`config.mk`:
```
export PLATFORM = sky130hd
export DESIGN_NAME = mbist_alg_scheduler
export DESIGN_NICKNAME = d
export VERILOG_FILES = /design/src/rtl/mbist_alg_scheduler.sv
export SDC_FILE = /design/constraint.sdc
export NUM_CORES = 1
export LEC_CHECK = 0
export ABC_CLOCK_PERIOD_IN_PS = 2700
export CORE_ASPECT_RATIO = 1.75
export CORE_MARGIN = 10
export CORE_UTILIZATION = 48
export DETAILED_ROUTE_END_ITERATION = 8
export GPL_ROUTABILITY_DRIVEN = 1
export HOLD_SLACK_MARGIN = 0.03
export PLACE_DENSITY = 0.69
export SLEW_MARGIN = 10
export SYNTH_ARGS = -nofsm -noshare
export SYNTH_HDL_FRONTEND = slang
export SYNTH_SLANG_ARGS = --single-unit
export TNS_END_PERCENT = 5
```
`constraint.sdc`:
```
create_clock -name clk -period 2.7 [get_ports clk]
set_input_delay 0.54 -clock clk [delete_from_list [all_inputs] [get_ports clk]]
set_output_delay 0.54 -clock clk [all_outputs]
set_load 0.02 [all_outputs]
```
`src/rtl/mbist_alg_scheduler.sv`:
```
// Sequences a set of MBIST algorithm controllers one at a time, collecting
// per-algorithm fail flags and guarding each run with a watchdog.
module mbist_alg_scheduler #(
    parameter int NUM_ALG = 4,
    parameter int WD_W    = 20,
    localparam int SEL_W  = (NUM_ALG > 1) ? $clog2(NUM_ALG) : 1
) (
    input  logic               clk,
    input  logic               rst_n,
    input  logic               bist_start,
    input  logic               bist_abort,
    input  logic [NUM_ALG-1:0] alg_mask,
    input  logic [NUM_ALG-1:0] alg_finish,
    input  logic               alg_fail,
    output logic [NUM_ALG-1:0] alg_en,
    output logic [SEL_W-1:0]   alg_sel,
    output logic               busy,
    output logic               done,
    output logic               pass,
    output logic [NUM_ALG-1:0] fail_map,
    output logic               timeout
);

    typedef enum logic [2:0] {
        ST_IDLE    = 3'd0,
        ST_SELECT  = 3'd1,
        ST_RUN     = 3'd2,
        ST_RELEASE = 3'd3,
        ST_DONE    = 3'd4
    } state_t;

    localparam logic [SEL_W-1:0]   LAST_IDX = SEL_W'(NUM_ALG - 1);
    localparam logic [SEL_W-1:0]   SEL_ONE  = SEL_W'(1'b1);
    localparam logic [SEL_W-1:0]   SEL_ZERO = {SEL_W{1'b0}};
    localparam logic [WD_W-1:0]    WD_ONE   = WD_W'(1'b1);
    localparam logic [WD_W-1:0]    WD_ZERO  = {WD_W{1'b0}};
    localparam logic [WD_W-1:0]    WD_MAX   = {WD_W{1'b1}};
    localparam logic [NUM_ALG-1:0] ALG_ZERO = {NUM_ALG{1'b0}};

    function automatic logic [NUM_ALG-1:0] onehot_f(input logic [SEL_W-1:0] i);
        logic [NUM_ALG-1:0] v;
        v = ALG_ZERO;
        for (int k = 0; k < NUM_ALG; k++) begin
            if (i == SEL_W'(k)) begin
                v[k] = 1'b1;
            end else begin
                v[k] = 1'b0;
            end
        end
        return v;
    endfunction

    state_t             state_r, state_s;
    logic [SEL_W-1:0]   idx_r, idx_s;
    logic [WD_W-1:0]    wd_r, wd_s;
    logic [NUM_ALG-1:0] mask_r, mask_s;
    logic               fin_hist_r, fin_hist_s;
    logic               rel_cnt_r, rel_cnt_s;
    logic               start_hist_r;
    logic               start_armed_r;
    logic               start_rise_s;
    logic               fin_rise_s;

    logic [NUM_ALG-1:0] en_s;
    logic [SEL_W-1:0]   sel_s;
    logic               busy_s;
    logic               done_s;
    logic               pass_s;
    logic [NUM_ALG-1:0] fail_s;
    logic               timeout_s;

    // A start held high across reset release must be seen low once before an edge counts.
    assign start_rise_s = bist_start & ~start_hist_r & start_armed_r;
    assign fin_rise_s   = alg_finish[idx_r] & ~fin_hist_r;

    // Next-state and next-output decode; abort overrides every other event.
    always_comb begin
        state_s    = state_r;
        idx_s      = idx_r;
        wd_s       = wd_r;
        mask_s     = mask_r;
        fin_hist_s = fin_hist_r;
        rel_cnt_s  = rel_cnt_r;
        en_s       = alg_en;
        sel_s      = alg_sel;
        busy_s     = busy;
        done_s     = done;
        pass_s     = pass;
        fail_s     = fail_map;
        timeout_s  = timeout;

        if (bist_abort) begin
            state_s = ST_IDLE;
            en_s    = ALG_ZERO;
            busy_s  = 1'b0;
            done_s  = 1'b0;
            pass_s  = 1'b0;
        end else begin
            case (state_r)
                ST_IDLE, ST_DONE: begin
                    if (start_rise_s) begin
                        state_s   = ST_SELECT;
                        mask_s    = alg_mask;
                        idx_s     = SEL_ZERO;
                        sel_s     = SEL_ZERO;
                        wd_s      = WD_ZERO;
                        fail_s    = ALG_ZERO;
                        timeout_s = 1'b0;
                        done_s    = 1'b0;
                        pass_s    = 1'b0;
                        busy_s    = 1'b1;
                        en_s      = ALG_ZERO;
                    end else begin
                        state_s = state_r;
                    end
                end
                ST_SELECT: begin
                    if (mask_r[idx_r]) begin
                        state_s    = ST_RUN;
                        en_s       = onehot_f(idx_r);
                        wd_s       = WD_ZERO;
                        fin_hist_s = alg_finish[idx_r];
                    end else if (idx_r == LAST_IDX) begin
                        state_s = ST_DONE;
                        busy_s  = 1'b0;
                        done_s  = 1'b1;
                        pass_s  = ~|fail_map;
                    end else begin
                        idx_s = idx_r + SEL_ONE;
                        sel_s = idx_r + SEL_ONE;
                    end
                end
                ST_RUN: begin
                    fin_hist_s = alg_finish[idx_r];
                    fail_s     = fail_map | (alg_fail ? onehot_f(idx_r) : ALG_ZERO);
                    // A finish edge coinciding with watchdog expiry is a normal finish.
                    if (fin_rise_s) begin
                        state_s   = ST_RELEASE;
                        en_s      = ALG_ZERO;
                        rel_cnt_s = 1'b0;
                    end else if (wd_r == WD_MAX) begin
                        state_s   = ST_RELEASE;
                        en_s      = ALG_ZERO;
                        rel_cnt_s = 1'b0;
                        fail_s    = fail_map | onehot_f(idx_r);
                        timeout_s = 1'b1;
                    end else begin
                        wd_s = wd_r + WD_ONE;
                    end
                end
                ST_RELEASE: begin
                    if (!rel_cnt_r) begin
                        rel_cnt_s = 1'b1;
                    end else if (idx_r == LAST_IDX) begin
                        state_s = ST_DONE;
                        busy_s  = 1'b0;
                        done_s  = 1'b1;
                        pass_s  = ~|fail_map;
                    end else begin
                        state_s = ST_SELECT;
                        idx_s   = idx_r + SEL_ONE;
                        sel_s   = idx_r + SEL_ONE;
                    end
                end
                default: begin
                    state_s = ST_IDLE;
                    en_s    = ALG_ZERO;
                    busy_s  = 1'b0;
                    done_s  = 1'b0;
                    pass_s  = 1'b0;
                end
            endcase
        end
    end

    // State, edge-history and registered-output update.
    always_ff @(posedge clk or negedge rst_n) begin
        if (!rst_n) begin
            state_r       <= ST_IDLE;
            idx_r         <= SEL_ZERO;
            wd_r          <= WD_ZERO;
            mask_r        <= ALG_ZERO;
            fin_hist_r    <= 1'b0;
            rel_cnt_r     <= 1'b0;
            start_hist_r  <= 1'b0;
            start_armed_r <= 1'b0;
            alg_en        <= ALG_ZERO;
            alg_sel       <= SEL_ZERO;
            busy          <= 1'b0;
            done          <= 1'b0;
            pass          <= 1'b0;
            fail_map      <= ALG_ZERO;
            timeout       <= 1'b0;
        end else begin
            state_r       <= state_s;
            idx_r         <= idx_s;
            wd_r          <= wd_s;
            mask_r        <= mask_s;
            fin_hist_r    <= fin_hist_s;
            rel_cnt_r     <= rel_cnt_s;
            start_hist_r  <= bist_start;
            start_armed_r <= start_armed_r | ~bist_start;
            alg_en        <= en_s;
            alg_sel       <= sel_s;
            busy          <= busy_s;
            done          <= done_s;
            pass          <= pass_s;
            fail_map      <= fail_s;
            timeout       <= timeout_s;
        end
    end

endmodule
```
==> flow_metrics.tcl <==
set metrics [dict create \
    die_y_um 117 \
    hpwl_um 4800 \
    start_util_pct 49.6 \
    htreeDepth 2 \
    pwr-share-clk_pct 19.7 \
    status "finished clean" \
    grt_pass1_wl_um 11100 \
    wl_per_cell_um 18.7 \
    place_area_um2 2960 \
    worstPathArrival_ps 2490 \
    nets 305 \
    synth_top_area_share_pct 43.2 \
    antenna_found_initial 0 \
    clock_latency_ps 310 \
    postSynthAreaPerCell_um2 10.2 \
    final_cell_mix "dfrtp_1 (45), clkdlybuf4s50_1 (25), nand2_1 (22), nand2b_1 (14), a31oi_1 (14)" \
    p_seq_share_pct 38.0 \
    final_layout_size_suffix_gt1_share_pct 16.7 \
    cellLeakagePower_nw 1.24 \
    num_rows 35 \
    netlist_instances 255 \
    boundaryPins 27 \
    grt-ovfl-total 0 \
    synth_area_leader_cell "dfrtp_1" \
    synth_area_leaders "dfrtp_1 (43%), a31oi_1 (3.4%), nand2b_1 (3.4%)" \
    internal_power_mw 1.45 \
    fin_crit_sh_pct 83.3 \
    hold_viol 0 \
    finalWirelength_um 6400 \
    start_kind "flip-flop" \
    cts_tree "yes" \
    vdd_ir_drop_max_uv 517 \
    holdCritPathClass "in2async" \
    setup_viol 0 \
    port-buffer-count 26 \
    muxShareOfSynthArea_pct 5.62 \
    cts_resized 0 \
    synth_fa_ha_area_share_pct 2.40 \
    maxCapViolCount 0 \
    core-area_um2 5260 \
    yosys.area_share.simple_pct 22.5 \
    first_global_vias 2250 \
    postRouteAntennaNets 0 \
    ys_types 63 \
    p_sw_share_pct 39.1 \
    cts-buffers-inserted 5 \
    async_reset_ff_share_pct 100 \
    yosys_register_bits 45 \
    dieArea_um2 8890 \
    syn_to_final_growth_pct 17.6 \
    synth_edf_count 0 \
    tightest_slew_ps 554 \
    fillers 481 \
    final-max-slew-violation-count 0 \
    worst_hold_slack_ps 159 \
    post_cts_buffers 0 \
    finalSetupTns_ps 0 \
    cp.required_ps 2940 \
    root_buffer "clkbuf_8" \
    pwr-share-comb_pct 42.3 \
    cts_sinks 45 \
    dr.pass1.iters 5 \
    clockBufferDepth 2 \
    synth_xor_area_share_pct 1.01 \
    crit_path_max_fanout 5 \
    routed_via_density 6.23 \
    rsz0062_at_grt "false" \
    ys_seq_area_share_pct 43.2 \
    synth_top_family_by_area "simple AND/OR/NAND/NOR gates" \
    fin_skew_ps 11.9 \
    drtIter0Drc 235 \
    gp_congestion 0.876 \
    fin_crit_ps 2250 \
    grt_max_degree 29 \
    remaining_drc_errors 0 \
    cts.clk_slew.worst_paths_ps 90 \
    powerDensity_nw_per_um2 775 \
    cts_hold_buf 0 \
    stdcell_area_um2 3060 \
    slew_headroom_pct 63.0 \
    netSwitchingPower_uw 927 \
    synth_warnings 0 \
    vias 2138 \
    antenna_cells 0 \
    reg2reg_depth 6 \
    die_x_um 75.7 \
    synth_compound_area_share_pct 21.6 \
    end_kind "flip-flop" \
    synth_flop_cell "dfrtp_1" \
    synth.cell_area_um2 2610 \
    final_common_cell "dfrtp_1" \
    worstSetupPathType "reg2reg" \
    synth.net_count 273 \
    track_usage_pct 15.6 \
    timing.fmax_mhz 445 \
]
==> routing by layer <==
metal  global-route usage (%)  wire (um)  part of all wire [%]
met1                     16.8       2440                    38
met3                     3.88        251                   3.9
met2                     27.2       3560                    56
met5                        0          0                     0
met4                     6.54        148                   2.3
==> state kept, by name, summed over array words and instances, names as in the netlist <==
name,count
wd_r,20
alg_en,4
fail_map,4
mask_r,4
state_r,3
idx_r,2
busy,1
done,1
fin_hist_r,1
pass,1
rel_cnt_r,1
start_armed_r,1
start_hist_r,1
timeout,1
==> power by group through the flow <==
stage	clock (mW)	sequential [mW]	combinational, mW
after CTS	0.480	0.901	1.01
final	0.468	0.902	1.00
after global routing	0.509	0.919	1.10
after detailed placement	0	0.911	1.01
after floorplan	0	0.900	0.677
after global placement	0	0.912	0.998
==> through the flow <==
step / worst slack (ps) / utilization [%] / std cells / total power, mW
6_report: 451 / 58.3 / 343 / 2.37
5_1_grt: 296 / 58.3 / 343 / 2.53
4_1_cts: 450 / 58.3 / 343 / 2.40
3_5_place_dp: 262 / 56.4 / 335 / 1.92
3_3_place_gp: 294 / 56.4 / 335 / 1.91
2_1_floorplan: 572 / - / 255 / 1.58
==> critical path: stages (launching register included) <==
cell and delay (ps):
dfrtp_1 390, ha_1 280, nand4_2 200, or4_1 650, nor3b_1 290, o21a_1 220
a22o_1 150
==> worst paths after layout <==
kind / start / end / slack (ps)
max: wd_r[0] / fail_map[1] / 450
min: rst_n / wd_r[6] / 160
max reg2reg: wd_r[0] / fail_map[1] / 450
min reg2reg: start_armed_r / start_armed_r / 490
max in group asynchronous: rst_n / wd_r[14] / 1800
min in group clk: start_armed_r / start_armed_r / 490
==> cells by family (layout without fill, tap and decap cells) <==
logic type	Yosys count	after routing
AOI/OAI and AO/OA	72	72
xor gates and xnor gates	3	3
adders and majority gates	5	5
buffers and inverters	20	53
DFF	45	45
muxes	11	11
and+or+nand+nor	99	99
==> final cells by class <==
class                           count  area [um2]  area share, %
Clock buffer                        7        96.3           3.14
Clock inverter                      1        5.00          0.163
Inverter                           10        37.5           1.22
Multi-Input combinational cell    190        1380           45.1
Sequential cell                    45        1130           36.7
Tap cell                           55        68.8           2.25
Timing Repair Buffer               35         348           11.4
==> synth_stat cells (2+ instances only) <==
| cell | n |
|---|---|
| nand3b_1 | 2 |
| dfrtp_1 | 45 |
| o21ai_1 | 3 |
| nand2b_1 | 14 |
| and4_1 | 2 |
| clkbuf_1 | 3 |
| a41oi_1 | 3 |
| a22o_1 | 4 |
| a21bo_2 | 2 |
| a31oi_2 | 6 |
| mux2i_1 | 3 |
| a21oi_1 | 4 |
| nand2_1 | 22 |
| nor4_1 | 2 |
| and2_1 | 7 |
| nand3_1 | 8 |
| buf_6 | 2 |
| mux2_2 | 5 |
| mux4_2 | 2 |
| a211oi_1 | 3 |
| a31oi_1 | 14 |
| xor2_1 | 2 |
| and3_1 | 6 |
| inv_1 | 10 |
| o21ai_0 | 12 |
| nor3_1 | 5 |
| nor4_4 | 2 |
| nor3b_1 | 2 |
| buf_2 | 3 |
| nor2_1 | 11 |
| o21a_1 | 3 |
| or3_1 | 3 |
| o2bb2ai_1 | 3 |
| ha_1 | 5 |
| nand4_1 | 4 |
(Power assumes the default switching activity.)
